===== src/rtl/add_16bit_signed_serial_pkg.sv =====
// Shared types and helpers for the digit-serial signed adder.
// Holds the FSM state encoding, default geometry and the signed overflow rule.
package add_16bit_signed_serial_pkg;

  localparam int DEF_WIDTH   = 16;
  localparam int DEF_DIGIT_W = 4;

  typedef enum logic [1:0] {
    IDLE = 2'd0,
    RUN  = 2'd1,
    DONE = 2'd2
  } state_t;

  // Two's-complement overflow: operands agree in sign but the sum does not.
  function automatic logic sadd_ovf(input logic a_msb, input logic b_msb, input logic s_msb);
    return (a_msb == b_msb) && (s_msb != a_msb);
  endfunction

endpackage


===== src/rtl/add_16bit_signed_serial_if.sv =====
// Operand/result handshake bundle for the digit-serial signed adder.
// The master drives operands and out_ready; the slave (adder) drives the rest.
interface add_16bit_signed_serial_if
  import add_16bit_signed_serial_pkg::*;
#(
  parameter int WIDTH = DEF_WIDTH
);

  logic             in_valid;
  logic             in_ready;
  logic [WIDTH-1:0] A;
  logic [WIDTH-1:0] B;
  logic             out_valid;
  logic             out_ready;
  logic [WIDTH-1:0] result;
  logic             overflow;
  logic             carry_out;

  modport master (
    output in_valid, A, B, out_ready,
    input  in_ready, out_valid, result, overflow, carry_out
  );

  modport slave (
    input  in_valid, A, B, out_ready,
    output in_ready, out_valid, result, overflow, carry_out
  );

endinterface


===== src/rtl/add_16bit_signed_serial_digit.sv =====
// DIGIT_W-bit combinational adder with carry in/out.
// One instance is time-shared across all digits of the serial adder.
module add_digit_cin #(
  parameter int DIGIT_W = 4
) (
  input  logic [DIGIT_W-1:0] i_a,
  input  logic [DIGIT_W-1:0] i_b,
  input  logic               i_cin,
  output logic [DIGIT_W-1:0] o_sum,
  output logic               o_cout
);

  assign {o_cout, o_sum} = {1'b0, i_a} + {1'b0, i_b} + {{DIGIT_W{1'b0}}, i_cin};

endmodule


===== src/rtl/add_16bit_signed_serial.sv =====
// Digit-serial two's-complement adder: result = A + B over WIDTH/DIGIT_W cycles,
// with signed overflow and unsigned carry-out, behind valid/ready handshakes.
module add_16bit_signed_serial
  import add_16bit_signed_serial_pkg::*;
#(
  parameter int WIDTH   = DEF_WIDTH,
  parameter int DIGIT_W = DEF_DIGIT_W
) (
  input  logic                         clk,
  input  logic                         rst_n,
  add_16bit_signed_serial_if.slave     bus,
  output state_t                       o_state
);

  localparam int NDIG  = WIDTH / DIGIT_W;
  localparam int CNT_W = (NDIG > 1) ? $clog2(NDIG) : 1;
  localparam logic [CNT_W-1:0] LAST_DIG = CNT_W'(NDIG - 1);

  generate
    if ((WIDTH % DIGIT_W) != 0) begin : g_bad_geometry
      $error("WIDTH must be a multiple of DIGIT_W");
    end
  endgenerate

  state_t             r_state;
  logic [CNT_W-1:0]   r_dig;
  logic [WIDTH-1:0]   r_a;
  logic [WIDTH-1:0]   r_b;
  logic               r_carry;
  logic [WIDTH-1:0]   r_result;
  logic               r_overflow;
  logic               r_carry_out;
  logic               r_out_valid;
  logic               r_in_ready;

  logic [DIGIT_W-1:0] w_a_dig;
  logic [DIGIT_W-1:0] w_b_dig;
  logic [DIGIT_W-1:0] w_sum;
  logic               w_cout;

  assign w_a_dig = r_a[r_dig*DIGIT_W +: DIGIT_W];
  assign w_b_dig = r_b[r_dig*DIGIT_W +: DIGIT_W];

  add_digit_cin #(.DIGIT_W(DIGIT_W)) u_digit (
    .i_a    (w_a_dig),
    .i_b    (w_b_dig),
    .i_cin  (r_carry),
    .o_sum  (w_sum),
    .o_cout (w_cout)
  );

  // Handshakes: a transfer happens on a rising edge where valid && ready are both 1;
  // valid, once raised, holds with stable data until that edge, and nothing is queued.
  always_ff @(posedge clk or negedge rst_n) begin
    if (!rst_n) begin
      r_state     <= IDLE;
      r_dig       <= '0;
      r_a         <= '0;
      r_b         <= '0;
      r_carry     <= 1'b0;
      r_result    <= '0;
      r_overflow  <= 1'b0;
      r_carry_out <= 1'b0;
      r_out_valid <= 1'b0;
      r_in_ready  <= 1'b1;
    end else begin
      case (r_state)
        IDLE: begin
          if (bus.in_valid && r_in_ready) begin
            r_a        <= bus.A;
            r_b        <= bus.B;
            r_carry    <= 1'b0;
            r_dig      <= '0;
            r_in_ready <= 1'b0;
            r_state    <= RUN;
          end
        end
        RUN: begin
          r_result[r_dig*DIGIT_W +: DIGIT_W] <= w_sum;
          r_carry <= w_cout;
          if (r_dig == LAST_DIG) begin
            // The top digit carries the operand and sum sign bits.
            r_overflow  <= sadd_ovf(w_a_dig[DIGIT_W-1], w_b_dig[DIGIT_W-1], w_sum[DIGIT_W-1]);
            r_carry_out <= w_cout;
            r_out_valid <= 1'b1;
            r_state     <= DONE;
          end else begin
            r_dig <= r_dig + 1'b1;
          end
        end
        DONE: begin
          if (bus.out_ready) begin
            r_out_valid <= 1'b0;
            r_in_ready  <= 1'b1;
            r_state     <= IDLE;
          end
        end
        default: r_state <= IDLE;
      endcase
    end
  end

  assign bus.in_ready  = r_in_ready;
  assign bus.out_valid = r_out_valid;
  assign bus.result    = r_result;
  assign bus.overflow  = r_overflow;
  assign bus.carry_out = r_carry_out;
  assign o_state       = r_state;

endmodule


===== src/flat_wrapper.sv =====
// flat-port wrapper written by rule: the top's interface ports become plain ports
module add_16bit_signed_serial_flat import add_16bit_signed_serial_pkg::*;
#(
  parameter int WIDTH   = DEF_WIDTH,
  parameter int DIGIT_W = DEF_DIGIT_W
)
  (clk, rst_n, o_state, bus_in_valid, bus_A, bus_B, bus_out_ready, bus_in_ready, bus_out_valid, bus_result, bus_overflow, bus_carry_out);
  add_16bit_signed_serial_if #(.WIDTH(WIDTH)) bus_i ();
  input  logic clk;
  input  logic rst_n;
  output state_t o_state;
  input wire logic [$bits(bus_i.in_valid)-1:0] bus_in_valid;
  input wire logic [$bits(bus_i.A)-1:0] bus_A;
  input wire logic [$bits(bus_i.B)-1:0] bus_B;
  input wire logic [$bits(bus_i.out_ready)-1:0] bus_out_ready;
  output wire logic [$bits(bus_i.in_ready)-1:0] bus_in_ready;
  output wire logic [$bits(bus_i.out_valid)-1:0] bus_out_valid;
  output wire logic [$bits(bus_i.result)-1:0] bus_result;
  output wire logic [$bits(bus_i.overflow)-1:0] bus_overflow;
  output wire logic [$bits(bus_i.carry_out)-1:0] bus_carry_out;
  assign bus_i.in_valid = bus_in_valid;
  assign bus_i.A = bus_A;
  assign bus_i.B = bus_B;
  assign bus_i.out_ready = bus_out_ready;
  assign bus_in_ready = bus_i.in_ready;
  assign bus_out_valid = bus_i.out_valid;
  assign bus_result = bus_i.result;
  assign bus_overflow = bus_i.overflow;
  assign bus_carry_out = bus_i.carry_out;
  add_16bit_signed_serial #(.WIDTH(WIDTH), .DIGIT_W(DIGIT_W)) u_core (.clk(clk), .rst_n(rst_n), .bus(bus_i), .o_state(o_state));
endmodule

===== config.mk =====
export PLATFORM = sky130hd
export DESIGN_NAME = add_16bit_signed_serial_flat
export DESIGN_NICKNAME = d
export VERILOG_FILES = /design/src/rtl/add_16bit_signed_serial_pkg.sv /design/src/rtl/add_16bit_signed_serial_if.sv /design/src/rtl/add_16bit_signed_serial_digit.sv /design/src/rtl/add_16bit_signed_serial.sv /design/src/flat_wrapper.sv
export SDC_FILE = /design/constraint.sdc
export NUM_CORES = 1
export LEC_CHECK = 0
export ABC_AREA = 1
export BUFFER_PORTS_ARGS = -buffer_cell sky130_fd_sc_hd__buf_4
export CORE_MARGIN = 5
export CORE_UTILIZATION = 35
export DETAILED_ROUTE_END_ITERATION = 12
export PLACE_DENSITY_LB_ADDON = 0.15
export SLEW_MARGIN = 20
export SYNTH_ARGS = -nofsm -noshare
export SYNTH_HDL_FRONTEND = slang
export SYNTH_SLANG_ARGS = --single-unit

===== constraint.sdc =====
create_clock -name clk -period 7.44 [get_ports clk]
set_input_delay 0.744 -clock clk [delete_from_list [all_inputs] [get_ports clk]]
set_output_delay 0.744 -clock clk [all_outputs]
set_load 0.02 [all_outputs]

==> results.rst <==
.. list-table::
   :header-rows: 1

   * - Metric
     - Value
   * - Run status
     - complete, no violations
   * - Part of the cycle the worst path needs
     - around two fifths
   * - Cell area reported after detailed placement
     - between 0.003 and 0.004 mm^2
   * - Most used standard cell by instance count after synthesis
     - sky130_fd_sc_hd__nand2_1
   * - Most used flip-flop cell after synthesis
     - sky130_fd_sc_hd__dfrtp_1
   * - Setup-failing EPs final
     - 0
   * - Register Area
     - 0.00143 mm^2
   * - Largest clock skew in the final design
     - 2.79 ps
   * - Hold bufs inserted after CTS
     - 0
   * - P_leak
     - around 1.8 nW
   * - Number of DRC markers after the initial detailed-route iteration
     - roughly 110
   * - Simple-gate share of the synthesized area
     - between 20% and 30%
   * - Arrival time of the worst setup path
     - roughly 3300 ps
   * - Synthesized netlist net count
     - between 300 and 400
   * - Total wirelength of the detailed-routed design
     - ~6.4 mm
   * - Unrepaired setup endpoints after global routing
     - no
   * - Dominant combinational cell family by area after synthesis
     - simple AND/OR/NAND/NOR gates
   * - Buffers inserted by post-CTS timing repair
     - 0
   * - Count of input and output buffers
     - 57
   * - Worst IR drop on VDD
     - 148 uV
   * - Root buffer cell
     - sky130_fd_sc_hd__clkbuf_8
   * - Core Box Area
     - about 0.0076 mm^2
   * - Growth of design area from synthesis to finish
     - 24.7%
   * - Sinks on Clock Net
     - between 50 and 60
   * - Total power of the final layout
     - around 1.5 mW
   * - Final net count
     - ~420
   * - Clock transition at the registers of the reported paths
     - roughly 60 ps
   * - Area share of the largest cell type after synthesis
     - roughly half
   * - ANT cells
     - 0
   * - Count of yosys warnings during synthesis
     - 0
   * - FF-to-FF End
     - u_core.bus.carry_out$_DFFE_PN0P_
   * - Number of violations of the max-capacitance limit
     - 0
   * - Origin of the worst setup path
     - u_core.r_dig[0]$_DFFE_PN0P_
   * - Post-synthesis adder-cell area fraction
     - ~5.6%
   * - Initial cell density of the core
     - a little over a third
   * - Largest net degree at the start of global routing
     - 58
   * - Fin crit period
     - between 3000 and 4000 ps
   * - First-pass GRT wire length
     - approximately 11 mm
   * - Transition time of the tightest slew-check pin
     - 775 ps
   * - Synth Area in Compound Gates
     - around a tenth
   * - Total Die Area
     - ~0.0096 mm^2
   * - Antenna violations before repair
     - 0
   * - Max FO, Critical Path
     - 26
   * - Flip-flop and latch count after synthesis
     - 57
   * - Endpoint kind of the worst setup timing path
     - flop
   * - Post-detailed-route count of antenna-violating nets
     - 0
   * - Largest area contributor in the synthesized netlist
     - sky130_fd_sc_hd__dfrtp_1
   * - Via count
     - about 2,200
   * - Via density per instance
     - around 4.6
   * - GR Overflow Total
     - 0
   * - Weighted congestion at the end of routability-driven global placement
     - about 0.8
   * - XOR/XNOR share of the synthesized area
     - 0.323%
   * - Cell count after synthesis
     - 320
   * - Data required time of the worst path
     - approximately 7700 ps
   * - Final non-filler cell area
     - ~0.0034 mm^2
   * - # IOs
     - 58
   * - Area of the multi-input gates
     - around 0.0011 mm^2
   * - Distinct cell type count after synthesis
     - 26
   * - HPWL after detailed placement
     - 4.68 mm
   * - Power density relative to cell area
     - roughly 440 mW/mm^2
   * - Synth cell count leaders
     - sky130_fd_sc_hd__nand2_1 (121), sky130_fd_sc_hd__dfrtp_1 (56), sky130_fd_sc_hd__o21ai_0 (33), sky130_fd_sc_hd__nor2_1 (21), sky130_fd_sc_hd__inv_1 (17)
   * - TritonCTS Buffers
     - 9
   * - Number of global-route vias before repair
     - between 2,000 and 2,500
   * - Sequential fraction of the synthesis area
     - 52.6%
   * - Fmax
     - roughly 0.33 GHz
   * - Type of origin of the critical path
     - flop
   * - Classification of the worst setup path
     - reg2reg
   * - Source of the worst register-to-register timing path
     - u_core.r_dig[0]$_DFFE_PN0P_
   * - Relative slew margins
     - 48.4%
   * - Post-synth EDFFs
     - 0
   * - Combined area of all synthesized cells
     - 0.00271 mm^2
   * - Hold violation total from the final report
     - 0
   * - Clk buf depth
     - 2
   * - Mean area per synthesized cell
     - roughly 8.5 um^2
   * - Routed wire length per instance
     - between 10 and 15 um
   * - Post-cts resize count
     - 0
   * - Detailed-route DRC error count
     - 0
   * - Final total negative setup slack
     - 0 ps
   * - Chip width
     - between 90 and 100 um
   * - FFs w/ async S/R, synth
     - 100%
   * - Capturing element of the worst setup path
     - u_core.bus.carry_out$_DFFE_PN0P_
   * - Hold Path Class
     - in2async
   * - CTS tree
     - done
   * - Total of fill cells in the finished design
     - between 700 and 800
   * - FF-to-FF setup slack
     - between 4000 and 5000 ps
   * - H-tree lvl count
     - 3
   * - Number of cell instances on the worst register-to-register path
     - 8
   * - GRT Util Overall
     - 14.6%
   * - TritonRoute pass-1 iters
     - 4
   * - Proportion of layout cells with a drive suffix above 1
     - a little under a quarter
   * - Post-synthesis mux area share
     - less than 1%
   * - Most area-consuming cells after synthesis
     - sky130_fd_sc_hd__dfrtp_1 (52%), sky130_fd_sc_hd__nand2_1 (17%), sky130_fd_sc_hd__o21ai_0 (6.1%)
   * - Die height
     - approximately 98 um
   * - Clock insertion delay at the later pin of the skew report
     - around 330 ps
   * - Number of core rows
     - 32
   * - Final number of max-transition violations
     - 0
## per-stage QoR
step | instances | hold slack, ps | setup slack [ps] | utilization (%)
final | 484 | 461 | 4390 | 44.2
after detailed placement | 468 | 464 | 4440 | 41.7
after CTS | 484 | 481 | 4420 | 44.2
after floorplan | 320 | 444 | 5050 | -
after global placement | 468 | 467 | 4510 | 41.7
after global routing | 484 | 502 | 4110 | 44.2
## worst max-delay path, cell delays in order (launching register included)
cell	delay (ps)
sky130_fd_sc_hd__dfrtp_1	840
sky130_fd_sc_hd__inv_2	320
sky130_fd_sc_hd__o21ai_0	240
sky130_fd_sc_hd__o22ai_1	120
sky130_fd_sc_hd__fa_1	440
sky130_fd_sc_hd__fa_1	430
sky130_fd_sc_hd__a21oi_1	160
sky130_fd_sc_hd__o21bai_1	100
sky130_fd_sc_hd__mux2_2	270
## logic make-up after synthesis
group | Yosys count
mux | 1
simple gates | 165
fa+ha+maj | 11
buf+inv | 33
flops | 57
compound gates | 52
xor+xnor | 1
## power by group
group | internal (mW) | switching, mW
logic | 0.262 | 0.429
registers | 0.441 | 0.100
clock network | 0.156 | 0.116
total | 0.859 | 0.645
## final cells by class
class	count	area share, %
Clock inverter	2	0.296
Inverter	22	2.44
Multi-Input combinational cell	230	33.2
Timing Repair Buffer	57	12.7
Tap cell	102	3.77
Sequential cell	57	42.2
Clock buffer	14	5.40
## routing by layer
metal / wire (um) / vias to the layer above / part of all wire [%] / GRT usage, %
met5: 0 / - / 0 / 0
met1: 2930 / 1026 / 46 / 19.2
met3: 338 / 11 / 5.3 / 5.50
li1: - / 1139 / - / -
met4: 118 / 0 / 1.8 / 4.58
met2: 3040 / 70 / 47 / 22.5
## state kept, by name (all words and copies together), names as in the netlist
| signal | flops |
|---|---|
| u_core.r_carry | 1 |
| u_core.r_a | 16 |
| u_core.bus.carry_out | 1 |
| u_core.bus.in_ready | 1 |
| u_core.o_state | 2 |
| u_core.r_dig | 2 |
| u_core.bus.out_valid | 1 |
| u_core.bus.result | 16 |
| u_core.bus.overflow | 1 |
| u_core.r_b | 16 |
## placed cells by master, fill, tap and decap left out
cell	instances
sky130_fd_sc_hd__dfrtp_1	56
sky130_fd_sc_hd__o21ai_1	5
sky130_fd_sc_hd__inv_1	17
sky130_fd_sc_hd__o22ai_1	7
sky130_fd_sc_hd__nand2_1	121
sky130_fd_sc_hd__nand3_1	13
sky130_fd_sc_hd__nand4_1	3
sky130_fd_sc_hd__a21oi_1	2
sky130_fd_sc_hd__clkbuf_1	1
sky130_fd_sc_hd__o21ai_2	1
sky130_fd_sc_hd__inv_2	5
sky130_fd_sc_hd__clkinv_2	2
sky130_fd_sc_hd__o31ai_1	3
sky130_fd_sc_hd__dfstp_2	1
sky130_fd_sc_hd__xnor2_1	1
sky130_fd_sc_hd__o21bai_1	1
sky130_fd_sc_hd__nand3_2	1
sky130_fd_sc_hd__clkbuf_8	13
sky130_fd_sc_hd__fa_1	2
sky130_fd_sc_hd__nor2_1	21
sky130_fd_sc_hd__nand2_2	4
sky130_fd_sc_hd__ha_1	9
sky130_fd_sc_hd__buf_4	57
sky130_fd_sc_hd__o21ai_0	33
sky130_fd_sc_hd__mux2_2	1
sky130_fd_sc_hd__nor2_2	1
sky130_fd_sc_hd__nor3_2	1
## worst min-delay path by stage
stage / start / endpoint / slack [ps] / depth (start not counted)
5_1_grt: u_core.r_a[10]$_DFFE_PN0P_ / u_core.r_a[10]$_DFFE_PN0P_ / 500 / 2
3_5_place_dp: u_core.r_b[10]$_DFFE_PN0P_ / u_core.r_b[10]$_DFFE_PN0P_ / 460 / 2
2_1_floorplan: u_core.r_a[10]$_DFFE_PN0P_ / u_core.r_a[10]$_DFFE_PN0P_ / 440 / 2
3_3_place_gp: u_core.r_a[10]$_DFFE_PN0P_ / u_core.r_a[10]$_DFFE_PN0P_ / 470 / 2
4_1_cts: rst_n / u_core.bus.result[0]$_DFFE_PN0P_ / 480 / 1
6_report: rst_n / u_core.o_state[1]$_DFFE_PN0P_ / 460 / 1
(Power assumes the default switching activity.)
